File: src/rtl/uart_pkg.sv
// Shared UART types: RX/TX state enums, line-level constants and the baud divisor helper.
// Optional feature macro: UART_PARITY_EN adds the even-parity state to both FSMs.
package uart_pkg;

`ifdef UART_PARITY_EN
    typedef enum logic [2:0] {RX_IDLE, RX_START, RX_DATA, RX_PARITY, RX_STOP} rx_state_t;
    typedef enum logic [2:0] {TX_IDLE, TX_START, TX_DATA, TX_PARITY, TX_STOP} tx_state_t;
`else
    typedef enum logic [2:0] {RX_IDLE, RX_START, RX_DATA, RX_STOP} rx_state_t;
    typedef enum logic [2:0] {TX_IDLE, TX_START, TX_DATA, TX_STOP} tx_state_t;
`endif

    localparam logic LINE_IDLE = 1'b1;
    localparam logic START_BIT = 1'b0;
    localparam logic STOP_BIT  = 1'b1;

    // Rounded clocks per oversample tick, never below one.
    function automatic int calc_div(input int clk_hz, input int baud, input int os);
        int div;
        div = (clk_hz + (baud * os) / 2) / (baud * os);
        return (div < 1) ? 1 : div;
    endfunction

endpackage

File: src/rtl/uart_echo_if.sv
// Board-pin bundle of the UART echo block: serial lines, user controls and status outputs.
interface uart_echo_if #(
    parameter int DATA_BITS  = 8,
    parameter int FIFO_DEPTH = 16
);
    localparam int CNT_W = $clog2(FIFO_DEPTH) + 1;

    logic                 button;
    logic                 echo_en;
    logic                 rxd;
    logic                 txd;
    logic [DATA_BITS-1:0] rx_data;
    logic                 rx_valid;
    logic                 frame_err;
    logic                 parity_err;
    logic                 overflow;
    logic [CNT_W-1:0]     fifo_count;

    modport master (
        output button, echo_en, rxd,
        input  txd, rx_data, rx_valid, frame_err, parity_err, overflow, fifo_count
    );

    modport slave (
        input  button, echo_en, rxd,
        output txd, rx_data, rx_valid, frame_err, parity_err, overflow, fifo_count
    );
endinterface

File: src/rtl/uart_sync_fifo.sv
// Single-clock FIFO with occupancy count; read data is registered on pop.
module uart_sync_fifo #(
    parameter int WIDTH = 8,
    parameter int DEPTH = 16
) (
    input  logic                   clk,
    input  logic                   reset,
    input  logic                   push,
    input  logic [WIDTH-1:0]       push_data,
    input  logic                   pop,
    output logic [WIDTH-1:0]       pop_data,
    output logic                   full,
    output logic                   empty,
    output logic [$clog2(DEPTH):0] count
);
    localparam int AW = $clog2(DEPTH);
    localparam int CW = AW + 1;
    localparam logic [CW-1:0] FULL_CNT = DEPTH[CW-1:0];

    logic [WIDTH-1:0] mem [DEPTH];
    logic [AW-1:0]    wptr;
    logic [AW-1:0]    rptr;
    logic             do_push;
    logic             do_pop;

    assign full    = (count == FULL_CNT);
    assign empty   = (count == '0);
    assign do_pop  = pop && !empty;
    // A pop in the same cycle frees the slot, so a push into a full FIFO still lands.
    assign do_push = push && (!full || do_pop);

    always_ff @(posedge clk) begin
        if (reset) begin
            wptr  <= '0;
            rptr  <= '0;
            count <= '0;
        end else begin
            if (do_push) wptr <= wptr + AW'(1);
            if (do_pop)  rptr <= rptr + AW'(1);
            case ({do_push, do_pop})
                2'b10:   count <= count + CW'(1);
                2'b01:   count <= count - CW'(1);
                default: count <= count;
            endcase
        end
    end

    always_ff @(posedge clk) begin
        if (do_push) mem[wptr] <= push_data;
        if (do_pop)  pop_data  <= mem[rptr];
    end
endmodule

File: src/rtl/uart_echo_top.sv
// UART echo top: oversampled RX into a FIFO, TX released automatically or per button press.
// Optional feature macro: UART_PARITY_EN (even parity on TX, checked on RX).
module uart_echo_top import uart_pkg::*; #(
    parameter int CLK_HZ     = 50_000_000,
    parameter int BAUD       = 115200,
    parameter int OVERSAMPLE = 16,
    parameter int DATA_BITS  = 8,
    parameter int FIFO_DEPTH = 16
) (
    input logic  clk,
    input logic  reset,
    uart_echo_if.slave bus
);
    localparam int DIV = calc_div(CLK_HZ, BAUD, OVERSAMPLE);
    localparam int DW  = (DIV > 1) ? $clog2(DIV) : 1;
    localparam int OW  = $clog2(OVERSAMPLE);
    localparam int BW  = $clog2(DATA_BITS);
    localparam int CW  = $clog2(FIFO_DEPTH) + 1;
    localparam logic [OW-1:0] OS_LAST  = OW'(OVERSAMPLE - 1);
    localparam logic [OW-1:0] OS_MID   = OW'(OVERSAMPLE / 2 - 1);
    localparam logic [BW-1:0] BIT_LAST = BW'(DATA_BITS - 1);

    logic [DW-1:0] div_cnt;
    logic          tick;
    logic          rxd_p0, rxd_p1, rxd_p2;
    logic          btn_p0, btn_p1, btn_p2;
    logic          rxd_fall, btn_rise;

    assign tick = (div_cnt == DW'(DIV - 1));

    always_ff @(posedge clk) begin
        if (reset) begin
            div_cnt <= '0;
            rxd_p0  <= LINE_IDLE;
            rxd_p1  <= LINE_IDLE;
            rxd_p2  <= LINE_IDLE;
            btn_p0  <= 1'b0;
            btn_p1  <= 1'b0;
            btn_p2  <= 1'b0;
        end else begin
            div_cnt <= tick ? '0 : div_cnt + DW'(1);
            rxd_p0  <= bus.rxd;
            rxd_p1  <= rxd_p0;
            rxd_p2  <= rxd_p1;
            btn_p0  <= bus.button;
            btn_p1  <= btn_p0;
            btn_p2  <= btn_p1;
        end
    end

    assign rxd_fall = rxd_p2 && !rxd_p1;
    assign btn_rise = btn_p1 && !btn_p2;

    // ---------------- receiver ----------------
    rx_state_t            rx_state, rx_next;
    logic [OW-1:0]        rx_cnt, rx_cnt_next;
    logic [BW-1:0]        rx_bit, rx_bit_next;
    logic [DATA_BITS-1:0] rx_shift, rx_shift_next;
    logic [DATA_BITS-1:0] rx_data_q;
    logic                 good_next, ferr_next;
    logic                 rx_valid_q, frame_err_q;
`ifdef UART_PARITY_EN
    logic                 rx_par, rx_par_next;
    logic                 perr_next, parity_err_q;
`endif

    always_ff @(posedge clk) begin
        if (reset) begin
            rx_state    <= RX_IDLE;
            rx_cnt      <= '0;
            rx_bit      <= '0;
            rx_data_q   <= '0;
            rx_valid_q  <= 1'b0;
            frame_err_q <= 1'b0;
        end else begin
            rx_state    <= rx_next;
            rx_cnt      <= rx_cnt_next;
            rx_bit      <= rx_bit_next;
            rx_valid_q  <= good_next;
            frame_err_q <= ferr_next;
            if (good_next) rx_data_q <= rx_shift;
        end
        rx_shift <= rx_shift_next;
    end

`ifdef UART_PARITY_EN
    always_ff @(posedge clk) begin
        if (reset) parity_err_q <= 1'b0;
        else       parity_err_q <= perr_next;
        rx_par <= rx_par_next;
    end
`endif

    always_comb begin
        rx_next       = rx_state;
        rx_cnt_next   = rx_cnt;
        rx_bit_next   = rx_bit;
        rx_shift_next = rx_shift;
        good_next     = 1'b0;
        ferr_next     = 1'b0;
`ifdef UART_PARITY_EN
        rx_par_next   = rx_par;
        perr_next     = 1'b0;
`endif
        case (rx_state)
            RX_IDLE: begin
                if (rxd_fall) begin
                    rx_next     = RX_START;
                    rx_cnt_next = '0;
                end
            end
            RX_START: begin
                if (tick) begin
                    if (rx_cnt == OS_MID) begin
                        // A start bit that is high again at mid-bit was a glitch.
                        rx_cnt_next = '0;
                        rx_bit_next = '0;
                        rx_next     = rxd_p1 ? RX_IDLE : RX_DATA;
                    end else begin
                        rx_cnt_next = rx_cnt + OW'(1);
                    end
                end
            end
            RX_DATA: begin
                if (tick) begin
                    if (rx_cnt == OS_LAST) begin
                        rx_cnt_next   = '0;
                        rx_shift_next = {rxd_p1, rx_shift[DATA_BITS-1:1]};
                        if (rx_bit == BIT_LAST) begin
`ifdef UART_PARITY_EN
                            rx_next = RX_PARITY;
`else
                            rx_next = RX_STOP;
`endif
                        end else begin
                            rx_bit_next = rx_bit + BW'(1);
                        end
                    end else begin
                        rx_cnt_next = rx_cnt + OW'(1);
                    end
                end
            end
`ifdef UART_PARITY_EN
            RX_PARITY: begin
                if (tick) begin
                    if (rx_cnt == OS_LAST) begin
                        rx_cnt_next = '0;
                        rx_par_next = rxd_p1;
                        rx_next     = RX_STOP;
                    end else begin
                        rx_cnt_next = rx_cnt + OW'(1);
                    end
                end
            end
`endif
            RX_STOP: begin
                if (tick) begin
                    if (rx_cnt == OS_LAST) begin
                        rx_cnt_next = '0;
                        rx_next     = RX_IDLE;
                        ferr_next   = (rxd_p1 != STOP_BIT);
`ifdef UART_PARITY_EN
                        perr_next   = ((^rx_shift) != rx_par);
                        good_next   = (rxd_p1 == STOP_BIT) && ((^rx_shift) == rx_par);
`else
                        good_next   = (rxd_p1 == STOP_BIT);
`endif
                    end else begin
                        rx_cnt_next = rx_cnt + OW'(1);
                    end
                end
            end
            default: rx_next = RX_IDLE;
        endcase
    end

    // ---------------- queue ----------------
    logic [DATA_BITS-1:0] pop_data;
    logic                 fifo_full, fifo_empty, pop, overflow_q;
    logic [CW-1:0]        fifo_count;
    tx_state_t            tx_state, tx_next;

    uart_sync_fifo #(.WIDTH(DATA_BITS), .DEPTH(FIFO_DEPTH)) u_fifo (
        .clk       (clk),
        .reset     (reset),
        .push      (rx_valid_q),
        .push_data (rx_data_q),
        .pop       (pop),
        .pop_data  (pop_data),
        .full      (fifo_full),
        .empty     (fifo_empty),
        .count     (fifo_count)
    );

    // Button edges outside an idle, non-empty window simply fall through.
    assign pop = (tx_state == TX_IDLE) && !fifo_empty && (bus.echo_en || btn_rise);

    always_ff @(posedge clk) begin
        if (reset) overflow_q <= 1'b0;
        else       overflow_q <= overflow_q || (rx_valid_q && fifo_full && !pop);
    end

    // ---------------- transmitter ----------------
    logic [OW-1:0] tx_cnt, tx_cnt_next;
    logic [BW-1:0] tx_bit, tx_bit_next;
    logic          tx_go, tx_go_next;
    logic          txd_q, txd_next;

    always_ff @(posedge clk) begin
        if (reset) begin
            tx_state <= TX_IDLE;
            tx_cnt   <= '0;
            tx_bit   <= '0;
            tx_go    <= 1'b0;
            txd_q    <= LINE_IDLE;
        end else begin
            tx_state <= tx_next;
            tx_cnt   <= tx_cnt_next;
            tx_bit   <= tx_bit_next;
            tx_go    <= tx_go_next;
            txd_q    <= txd_next;
        end
    end

    // pop_data stays stable for the whole frame, so bits are read from it directly.
    always_comb begin
        tx_next     = tx_state;
        tx_cnt_next = tx_cnt;
        tx_bit_next = tx_bit;
        tx_go_next  = tx_go;
        txd_next    = txd_q;
        case (tx_state)
            TX_IDLE: begin
                txd_next = LINE_IDLE;
                if (pop) begin
                    tx_next    = TX_START;
                    tx_go_next = 1'b0;
                end
            end
            TX_START: begin
                if (tick) begin
                    if (!tx_go) begin
                        tx_go_next  = 1'b1;
                        tx_cnt_next = '0;
                        txd_next    = START_BIT;
                    end else if (tx_cnt == OS_LAST) begin
                        tx_cnt_next = '0;
                        tx_bit_next = '0;
                        tx_next     = TX_DATA;
                        txd_next    = pop_data[0];
                    end else begin
                        tx_cnt_next = tx_cnt + OW'(1);
                    end
                end
            end
            TX_DATA: begin
                if (tick) begin
                    if (tx_cnt == OS_LAST) begin
                        tx_cnt_next = '0;
                        if (tx_bit == BIT_LAST) begin
`ifdef UART_PARITY_EN
                            tx_next  = TX_PARITY;
                            txd_next = ^pop_data;
`else
                            tx_next  = TX_STOP;
                            txd_next = STOP_BIT;
`endif
                        end else begin
                            tx_bit_next = tx_bit + BW'(1);
                            txd_next    = pop_data[tx_bit + BW'(1)];
                        end
                    end else begin
                        tx_cnt_next = tx_cnt + OW'(1);
                    end
                end
            end
`ifdef UART_PARITY_EN
            TX_PARITY: begin
                if (tick) begin
                    if (tx_cnt == OS_LAST) begin
                        tx_cnt_next = '0;
                        tx_next     = TX_STOP;
                        txd_next    = STOP_BIT;
                    end else begin
                        tx_cnt_next = tx_cnt + OW'(1);
                    end
                end
            end
`endif
            TX_STOP: begin
                if (tick) begin
                    if (tx_cnt == OS_LAST) begin
                        tx_cnt_next = '0;
                        tx_next     = TX_IDLE;
                        txd_next    = LINE_IDLE;
                    end else begin
                        tx_cnt_next = tx_cnt + OW'(1);
                    end
                end
            end
            default: begin
                tx_next  = TX_IDLE;
                txd_next = LINE_IDLE;
            end
        endcase
    end

    assign bus.txd        = txd_q;
    assign bus.rx_data    = rx_data_q;
    assign bus.rx_valid   = rx_valid_q;
    assign bus.frame_err  = frame_err_q;
    assign bus.overflow   = overflow_q;
    assign bus.fifo_count = fifo_count;
`ifdef UART_PARITY_EN
    assign bus.parity_err = parity_err_q;
`else
    assign bus.parity_err = 1'b0;
`endif
endmodule
File: src/flat_wrapper.sv
// flat-port wrapper written by rule: the top's interface ports become plain ports
module uart_echo_top_flat import uart_pkg::*;
#(
    parameter int CLK_HZ     = 50_000_000,
    parameter int BAUD       = 115200,
    parameter int OVERSAMPLE = 16,
    parameter int DATA_BITS  = 8,
    parameter int FIFO_DEPTH = 16
)
  (clk, reset, bus_button, bus_echo_en, bus_rxd, bus_txd, bus_rx_data, bus_rx_valid, bus_frame_err, bus_parity_err, bus_overflow, bus_fifo_count);
  uart_echo_if #(.DATA_BITS(DATA_BITS), .FIFO_DEPTH(FIFO_DEPTH)) bus_i ();
  input logic clk;
  input logic reset;
  input wire logic [$bits(bus_i.button)-1:0] bus_button;
  input wire logic [$bits(bus_i.echo_en)-1:0] bus_echo_en;
  input wire logic [$bits(bus_i.rxd)-1:0] bus_rxd;
  output wire logic [$bits(bus_i.txd)-1:0] bus_txd;
  output wire logic [$bits(bus_i.rx_data)-1:0] bus_rx_data;
  output wire logic [$bits(bus_i.rx_valid)-1:0] bus_rx_valid;
  output wire logic [$bits(bus_i.frame_err)-1:0] bus_frame_err;
  output wire logic [$bits(bus_i.parity_err)-1:0] bus_parity_err;
  output wire logic [$bits(bus_i.overflow)-1:0] bus_overflow;
  output wire logic [$bits(bus_i.fifo_count)-1:0] bus_fifo_count;
  assign bus_i.button = bus_button;
  assign bus_i.echo_en = bus_echo_en;
  assign bus_i.rxd = bus_rxd;
  assign bus_txd = bus_i.txd;
  assign bus_rx_data = bus_i.rx_data;
  assign bus_rx_valid = bus_i.rx_valid;
  assign bus_frame_err = bus_i.frame_err;
  assign bus_parity_err = bus_i.parity_err;
  assign bus_overflow = bus_i.overflow;
  assign bus_fifo_count = bus_i.fifo_count;
  uart_echo_top #(.CLK_HZ(CLK_HZ), .BAUD(BAUD), .OVERSAMPLE(OVERSAMPLE), .DATA_BITS(DATA_BITS), .FIFO_DEPTH(FIFO_DEPTH)) u_core (.clk(clk), .reset(reset), .bus(bus_i));
endmodule
File: config.mk
export PLATFORM = sky130hd
export DESIGN_NAME = uart_echo_top_flat
export DESIGN_NICKNAME = d
export VERILOG_FILES = /design/src/rtl/uart_pkg.sv /design/src/rtl/uart_echo_if.sv /design/src/rtl/uart_sync_fifo.sv /design/src/rtl/uart_echo_top.sv /design/src/flat_wrapper.sv
export SDC_FILE = /design/constraint.sdc
export NUM_CORES = 1
export LEC_CHECK = 0
export CAP_MARGIN = 40
export CORE_MARGIN = 1
export CORE_UTILIZATION = 35
export CTS_CLUSTER_DIAMETER = 60
export DETAILED_ROUTE_END_ITERATION = 8
export GPL_TIMING_DRIVEN = 1
export HOLD_SLACK_MARGIN = 0.08
export SLEW_MARGIN = 20
export SYNTH_ARGS = -nofsm -noshare
export SYNTH_HDL_FRONTEND = slang
export SYNTH_SLANG_ARGS = --single-unit
File: constraint.sdc
create_clock -name clk -period 2.6 [get_ports clk]
set_input_delay 0.65 -clock clk [delete_from_list [all_inputs] [get_ports clk]]
set_output_delay 0.65 -clock clk [all_outputs]
set_load 0.05 [all_outputs]
Yosys cells after proc, flatten, opt, wreduce, memory -nomap -nowiden:

Memory sizes are Yosys's and may differ from the RTL's. A register that Yosys moved wholly into a read port is not among the register bits.
Index checks and enable logic that the tools add are counted.
W data, S select, Z words.

* $add $sub $neg: 9
* $lt $le $gt $ge: 1
* equality and inequality tests: 37
* multiplexer cells: 63
* bitwise gates (word level): 4
* reduce and logical (&&, ||, !) cells: 38

Operators by type and width (count)
* $mux W3: 27
* $ne A2 B1 Y1 const B: 19
* $mux W4: 9
* $pmux W3 S4: 2
* $add A4 B1 Y4 const B: 4
* $mux W1: 16
* $eq A3 B2 Y1 const B: 4
* $pmux W3 S2: 2
* $pmux W4 S3: 1
* $reduce_and A6 Y1: 2
* $add A5 B1 Y5 const B: 2
* $eq A5 B5 Y1 const B: 2
* $pmux W5 S2: 1
* $reduce_bool A2 Y1: 5
* $reduce_and A3 Y1: 3
* $reduce_and A9 Y1: 1
* $eq A4 B4 Y1 const B: 2
* $logic_and A1 B1 Y1: 8
* $pmux W4 S2: 1
* $reduce_and A8 Y1: 1
* $reduce_and A7 Y1: 1
* $add A3 B1 Y3 const B: 2
* $eq A3 B1 Y1 const B: 2
* $eq A3 B3 Y1 const B: 2
* other kinds (20): 33

* flip-flop bits (word level): 65
* bits in writable memories: 128
* bits of input ports: 5
* output and inout port bits: 18
* word-level logic and storage cells: 176
* memories kept: 1

Memory list
* u_core.u_fifo.mem: depth 16, bits a word 8, rd ports 1, clocked after Yosys merged registers in 1, wr ports 1, RTL line uart_sync_fifo.sv:20 `logic [WIDTH-1:0] mem [DEPTH];`

Depth between registers and ports, before layout:

* word-level depth: 9
* gate-level depth with buffers: 10

By module:

From an unflattened synthesis, not the netlist that was laid out.

* cell total of the unflattened synthesis: 564
* area, all modules: 8232.9 µm²

By module, submodules not included
* uart_sync_fifo: instances 1, cells an instance 323, area an instance 5988.2 µm², seq. area each 4344.2 µm²
* uart_echo_top: instances 1, cells an instance 241, area an instance 2244.7 µm², seq. area each 1081.0 µm²

Worst setup path before layout:

No wires, ideal clock.

* path kind: register to register
* from: reg u_core.u_fifo.count[1]
* to: reg u_core.u_fifo.count[4]
* library setup time: 0.123 ns
* arrival: 2.832 ns
* required time: 2.477 ns
* slack: -0.355 ns
* stages on the path, launching flop included: 11
* buffers on the path: 1
* cells stage by stage: dfxtp_1 buf_6 or4_4 o221ai_2 or2b_4 xnor2_1 ha_1 or3_1 a21o_1 a222oi_1 mux2_1

* longest elaborated chain between the ends: 9
* elaborated cells between the ends (all ways): 15
* those cells by class: 2 x add/sub; 3 x eq/ne; 1 x mux; 9 x reduce/logical

Ends and longest elaborated chain
* start, declared: RTL line uart_sync_fifo.sv:14 `output logic [$clog2(DEPTH):0] count`
* start signal, assigned: RTL line uart_sync_fifo.sv:41 `2'b10: count <= count + CW'(1);`
* start signal, assigned: RTL line uart_sync_fifo.sv:42 `2'b01: count <= count - CW'(1);`
* start signal, assigned: RTL line uart_sync_fifo.sv:43 `default: count <= count;`
* $logic_not A5 Y1: RTL line uart_sync_fifo.sv:27 `assign empty = (count == '0);`
* $logic_not A1 Y1: RTL line uart_sync_fifo.sv:28, uart_echo_top.sv:196
* $logic_and A1 B1 Y1 (2 in a row): RTL line uart_echo_top.sv:196 `assign pop = (tx_state == TX_IDLE) && !fifo_empty && (bus.echo_en || btn_rise);`
* $logic_and A1 B1 Y1: RTL line uart_sync_fifo.sv:28 `assign do_pop = pop && !empty;`
* $logic_or A1 B1 Y1: RTL line uart_sync_fifo.sv:30 `assign do_push = push && (!full || do_pop);`
* $logic_and A1 B1 Y1: RTL line uart_sync_fifo.sv:30
* $eq A2 B1 Y1 / $eq A2 B2 Y1 (equally long branches): RTL line uart_sync_fifo.sv:40 `case ({do_push, do_pop})`
* $pmux W5 S2 / $reduce_bool A2 Y1 (equally long branches)

Several ways; a longest one is shown, not always the timed one.
A chain may end at the register's enable or synchronous reset.

Worst setup path after layout:

* from: reg u_core.u_fifo.count[0]
* to: reg u_core.u_fifo.count[4]

The elaborated chain is that of the path after synthesis.

==> impl_metrics.tcl <==
set metrics [dict create \
    p_int_mw 5.87 \
    placed_area_mm2 0.00900 \
    worst_hold_path_type "register to register" \
    p_leak_nw 3.29 \
    drc 0 \
    tightestPinTransition_ns 0.627 \
    fin_nets 612 \
    r2r_cells 9 \
    initial_core_util_pct 35.9 \
    antennaDiodeCount 0 \
    clock.fmax_mhz 373 \
    reg2reg_from "u_core.u_fifo.count[0]" \
    synthTopCellsByArea "edfxtp_1 53%, dfxtp_1 13%, mux4_2 11%, ha_1 2.9%, nor2_1 2.6%" \
    grt_start_max_net_pins 45 \
    grt_usage_pct 14.4 \
    synth_edf_count 144 \
    ys_ff_latch 199 \
    cpPeakStageDelay_ns 0.54 \
    irDropWorstVdd_uv 473 \
    min_period_ns 2.68 \
    synth_most_common_cell "edfxtp_1" \
    dp_hpwl_mm 10.8 \
    arrival_ns 3.00 \
    skew_ns 0.0101 \
    whs_path_depth 1 \
    drt-pass1-iter-count 4 \
    yosys-top-cells-count "144 x edfxtp_1, 56 x nor2_1, 55 x dfxtp_1" \
    die_w_um 155 \
    clock_latency_ns 0.43 \
    synthToLayoutAreaGrowth_pct 18.1 \
    synthArstFlopShare_pct 0 \
    rows 55 \
    antenna_found_initial 0 \
    slowest_stage "or4_4" \
    drt_first_iter_violations 252 \
    clkSlewWorstSetupHoldPaths_ns 0.08 \
    crit_type "register to register" \
    maxCapViolations 0 \
    ios 23 \
    rsz0062_at_grt "true" \
    power_mw 8.29 \
    root_buffer "clkbuf_16" \
    ant_nets 0 \
    via_count 4577 \
    violations "negative setup slack" \
    fillers 2040 \
    cts_tree "yes" \
    yosys.area.top_type "edfxtp_1" \
    fin_ws_ns -0.0834 \
    viasPerCell 5.01 \
    status "complete, but fails checks" \
    cts_made_buffers 17 \
    avgSynthCellArea_um2 15.4 \
    ys.flop_type "edfxtp_1" \
    r2r_setup_slack_ns -0.08 \
    reg2reg_to "u_core.u_fifo.count[4]" \
    synth.net_count 556 \
    cp-end-kind "register" \
    ys_types 55 \
    fin_crit_sh_pct 103 \
    cts_max_level 4 \
    critPathRequiredTime_ns 2.92 \
    crit_chain "or4_4 -> o221ai_4 -> or2b_4 -> xnor2_2 -> ha_2 -> or3_4 -> a21o_1 -> a222oi_1 -> mux2_2" \
    hp-start "u_core.rxd_p0" \
    clkPwrFrac_pct 32.0 \
    core-area_mm2 0.0228 \
    p_seq_share_pct 43.5 \
    startpoint_type "register" \
    power.switching_mw 2.42 \
    grt_overflow 0 \
    synth_top_area_share_pct 52.9 \
    timing_hold_violations_final 0 \
    synth_warnings 0 \
    combPwrFrac_pct 24.5 \
    die_y_um 155 \
    timing.final.max_slew_violations 0 \
    p_per_area_mw_per_mm2 858 \
    hold_end "u_core.rxd_p1" \
    wirelength_mm 16.0 \
    clock_path_buffers 2 \
    io_buffers 21 \
    syn_area_mm2 0.00818 \
    cp_top_family "simple AND/OR/NAND/NOR gates" \
    finalInstanceArea_mm2 0.00966 \
    ys_seq_area_share_pct 66.3 \
    switching_share_pct 29.2 \
    crit_fanout 4 \
    grt_pass1_wl_mm 25.9 \
    timing.slew.headroom_pct 58.1 \
    grt_pass1_vias 4774 \
    place.gp.congestion 0.774 \
    drive_gt1_share_pct 23.0 \
    cts_sinks 199 \
    path_buf_inv 0 \
    wl_per_cell_um 17.5 \
    finalSetupViolCount 1 \
    postCtsHoldBufs 0 \
    netlist_instances 532 \
    dieArea_mm2 0.0240 \
]
==> metal layers <==
layer	vias up	global-route usage [%]	part of all wire, %
li1	2144	-	-
met1	2336	18.0	45
met2	78	24.9	51
met3	19	2.79	2.5
met4	0	5.33	1.7
met5	-	0	0
==> per-stage QoR <==
stage	TNS, ns	instances	worst slack, ns	utilization [%]	hold slack (ns)
2_1_floorplan	-0.180	532	-0.180	-	0.389
5_1_grt	-0.149	914	-0.149	42.4	0.458
3_5_place_dp	-1.44	881	-0.565	39.5	0.401
3_3_place_gp	-1.06	881	-0.500	39.5	0.404
4_1_cts	-0.0930	913	-0.0930	42.2	0.435
6_report	-0.0834	914	-0.0834	42.4	0.434
==> power groups by stage <==
stage	clock [mW]	sequential [mW]	combinational [mW]
floorplan	0	3.84	1.30
global placement	0	3.67	1.96
detailed placement	0	3.68	1.99
CTS	2.72	3.60	2.02
global route	2.84	3.62	2.18
finish	2.65	3.60	2.03
==> logic make-up (layout without fill, tap and decap cells) <==
| group | count (synthesis) | count (layout) | share of synthesized area [%] |
|---|---|---|---|
| other | 1 | 1 | 0.0458 |
| DFF | 199 | 199 | 66.3 |
| and+or+nand+nor | 138 | 138 | 8.21 |
| muxes | 63 | 63 | 14.0 |
| AOI/OAI and AO/OA | 60 | 60 | 5.22 |
| adders and majority gates | 19 | 19 | 2.91 |
| buffers and inverters | 44 | 113 | 2.40 |
| xor gates and xnor gates | 8 | 8 | 0.856 |
==> cells in the final DEF (no fill, tap or decap), drive strengths merged, types with 2 or more instances in the layout <==
cell type and instances:
dfxtp 55, a22oi 2, ha 19, inv 24, mux4 41, o211ai 4
a311oi 4, nor3b 2, buf 47, o21a 2, mux2 4, nor2b 8
nand3 8, nand4 3, edfxtp 144, a31oi 5, a21oi 19, o21ai 11
or2 3, clkinv 6, o31ai 2, mux2i 18, nor3 13, nand2 18
clkdlybuf4s50 17, a21o 2, xor2 4, clkbuf 18, or3 6, nor4 4
and3 4, nor2 56, xnor2 4, nand2b 7
==> registers in the layout, summed over array words and instances (netlist names), 2 cells and up <==
name                    cells
u_core.tx_state             2
u_core.div_cnt              5
u_core.tx_cnt               4
u_core.u_fifo.wptr          4
u_core.rx_cnt               4
u_core.u_fifo.mem         128
u_core.u_fifo.count         5
u_core.u_fifo.pop_data      8
u_core.tx_bit               3
u_core.rx_bit               3
u_core.rx_state             2
u_core.bus.rx_data          8
u_core.u_fifo.rptr          4
u_core.rx_shift             8
==> how the worst max path moves through the flow <==
stage                                  end  cells past startpoint  slack [ns]                    from
floorplan           u_core.u_fifo.count[4]                     10       -0.18  u_core.u_fifo.count[1]
global placement    u_core.u_fifo.count[4]                      9       -0.50             bus_echo_en
detailed placement  u_core.u_fifo.count[4]                      9       -0.57             bus_echo_en
CTS                 u_core.u_fifo.count[4]                      9       -0.09  u_core.u_fifo.count[0]
global route        u_core.u_fifo.count[4]                      9       -0.15  u_core.u_fifo.count[0]
finish              u_core.u_fifo.count[4]                      9       -0.08  u_core.u_fifo.count[0]
==> repair_timing <==
action | CTS | global route
setup buffers | 0 | 0
gates resized for setup | 2 | 4
pin swaps | 1 | 1
setup endpoints to repair | 1 | 1
==> area by class of cell <==
class | count | area [um^2] | share of cell area, %
Timing Repair Buffer | 65 | 571 | 5.91
Inverter | 16 | 65.1 | 0.673
Tap cell | 313 | 392 | 4.05
Sequential cell | 199 | 5430 | 56.2
Multi-Input combinational cell | 289 | 2580 | 26.8
Clock inverter | 14 | 165 | 1.71
Clock buffer | 18 | 450 | 4.66
Power figures use the tool's default switching activity.
==> variant (same flow settings) <==
Re-encode `tx_state_t` (4 states) as one-hot, 4 bits wide.
--- a/src/rtl/uart_pkg.sv
+++ b/src/rtl/uart_pkg.sv
@@ -8,5 +8,5 @@
 `else
     typedef enum logic [2:0] {RX_IDLE, RX_START, RX_DATA, RX_STOP} rx_state_t;
-    typedef enum logic [2:0] {TX_IDLE, TX_START, TX_DATA, TX_STOP} tx_state_t;
+    typedef enum logic [3:0] {TX_IDLE = 4'b0001, TX_START = 4'b0010, TX_DATA = 4'b0100, TX_STOP = 4'b1000} tx_state_t;
 `endif
 
Check against the original RTL: same outputs for any inputs over 10 cycles, from zero or initial values and one cycle with reset high; not proved beyond that.
==> variant against the unedited design <==
Synthesized area grew 0.60%. Final area grew 0.43%. Via count grew 1.9%. Worst setup slack gained 0.17 ns. Sequential share of layout area grew 0.17 points. Power shrank 1.4%. Non-clock buffer count shrank 3. Final cell count grew 0.88%. Routed wire length grew 6.6%. Clock power grew 14%. Register-to-register slack gained 0.29 ns. Sequential cell count grew 2. Largest power group unchanged. Highest routed layer unchanged.
==> variant: results (changes against the unedited design) <==
INFO  metric slowest_delay = 0.87 ns (+0.33 ns)
INFO  metric timing.max_slew.rel_slack = 49.1% (-9.1 points)
INFO  metric yosys.cell_types.count = 54 (-1.8%)
INFO  metric ir_drop = 0.520 mV (+9.9%)
INFO  metric num_vias = 4665 (+1.9%)
INFO  metric detail_route.wl_per_cell = 18.5 µm (+5.7%)
INFO  metric path_clk_slew = 0.06 ns (-0.02 ns)
INFO  metric hpwl = 11700 µm (+7.8%)
INFO  metric timing.clock.skew = 0.0170 ns (+0.00682 ns)
INFO  metric clockBufferDepth = 3 (+1)
INFO  metric grt_max_degree = 40 (-11%)
INFO  metric synth_sequential_area_ratio = 66.4% (+0.093 points)
INFO  metric clk_latency = 0.50 ns (+0.07 ns)
INFO  metric cp_max_fo = 9 (+5)
INFO  metric grt_usage = 14.6% (+0.14 points)
INFO  metric synth_top_cells_by_count = sky130_fd_sc_hd__edfxtp_1 (144), sky130_fd_sc_hd__nor2_1 (60), sky130_fd_sc_hd__dfxtp_1 (57)
INFO  metric status = completed
INFO  metric p_leak = 3.32 nW (+0.95%)
INFO  metric timing.critical_path.arrival = 1.86 ns (-1.14 ns)
INFO  metric synthesis.yosys.warnings = 0 (unchanged)
INFO  metric first_iter_violations = 377 (+50%)
INFO  metric net_count_after_synthesis = 557 (+0.18%)
INFO  metric gr-usage-met2 = 24.4% (-0.50 points)
INFO  metric wire_length_of_the_first_global_routing_pass = 27000 µm (+4.3%)
INFO  metric critPathTopFamily = buffers and inverters
INFO  metric cts_resized = 0 (-2)
variant: cell types whose count changed after synthesis, sizes merged, moves of 4 or more:
cell,unedited run,this run
a31oi,5,0
buf,11,16
ha,19,14
inv,16,9
nand2b,7,3
nor2,56,60
nor4b,0,4
or3,6,1
xor2,4,10
variant: layout make-up:
cell class | instances | area, µm² | share of cell area [%]
clock buffer | 31 | 606 | 6.24
clock inverter | 9 | 96.3 | 0.993
inverter | 9 | 33.8 | 0.348
multi-input combinational | 297 | 2580 | 26.6
sequential | 201 | 5470 | 56.4
tap | 313 | 392 | 4.04
timing repair buffer | 62 | 518 | 5.34
variant: worst paths after layout:
kind,from,to,slack (ns),depth (start not counted)
max,u_core.u_fifo.count[2]$_SDFFE_PP0P_,bus_fifo_count[2],0.09,1
max reg2reg,u_core.u_fifo.count[0]$_SDFFE_PP0P_,u_core.u_fifo.count[4]$_SDFFE_PP0P_,0.21,10
min,u_core.rxd_p0$_SDFF_PP1_,u_core.rxd_p1$_SDFF_PP1_,0.41,1
min reg2reg,u_core.rxd_p0$_SDFF_PP1_,u_core.rxd_p1$_SDFF_PP1_,0.41,1
variant: kinds of logic after synthesis:
| kind of cell | after synthesis | share of synthesized area [%] |
|---|---|---|
| AO/OA/AOI/OAI | 61 | 4.96 |
| XOR/XNOR | 13 | 1.38 |
| adder cells (fa/ha/maj) | 14 | 2.13 |
| buffers and inverters | 40 | 2.19 |
| flip-flops | 201 | 66.4 |
| multiplexers | 64 | 14.0 |
| other | 1 | 0.0456 |
| AND/OR/NAND/NOR | 144 | 8.83 |
variant: report_power, final:
part	internal [mW]	leakage, nW	switching, mW	total (mW)
clock	1.82	0.344	1.19	3.01
sequential	3.54	1.80	0.0979	3.64
combinational	0.740	1.18	0.787	1.53
variant: worst register-to-register path, stage by stage (launching register included):
cell,delay [ns]
sky130_fd_sc_hd__dfxtp_2,0.35
sky130_fd_sc_hd__or4_4,0.55
sky130_fd_sc_hd__o221a_1,0.27
sky130_fd_sc_hd__nor2b_4,0.13
sky130_fd_sc_hd__xor2_1,0.14
sky130_fd_sc_hd__ha_1,0.21
sky130_fd_sc_hd__inv_1,0.10
sky130_fd_sc_hd__nand2_1,0.05
sky130_fd_sc_hd__mux2i_1,0.18
sky130_fd_sc_hd__mux2i_1,0.20
sky130_fd_sc_hd__nor2_1,0.05
variant: per-layer routing:
layer	vias to the layer above	wire length, µm
met5	-	0
met4	0	376
met3	27	704
met2	96	8300
met1	2365	7670
li1	2177	-
variant: stage by stage:
stage               TNS (ns)  utilization [%]  area (µm²)  hold slack, ns  cells
floorplan                  0                -        8240           0.389    538
global placement           0             39.4        9000           0.404    882
detailed placement   -0.0140             39.4        9000           0.399    882
CTS                        0             42.5        9700           0.417    922
global route               0             42.5        9700           0.429    922
finish                     0             42.5        9700           0.414    922
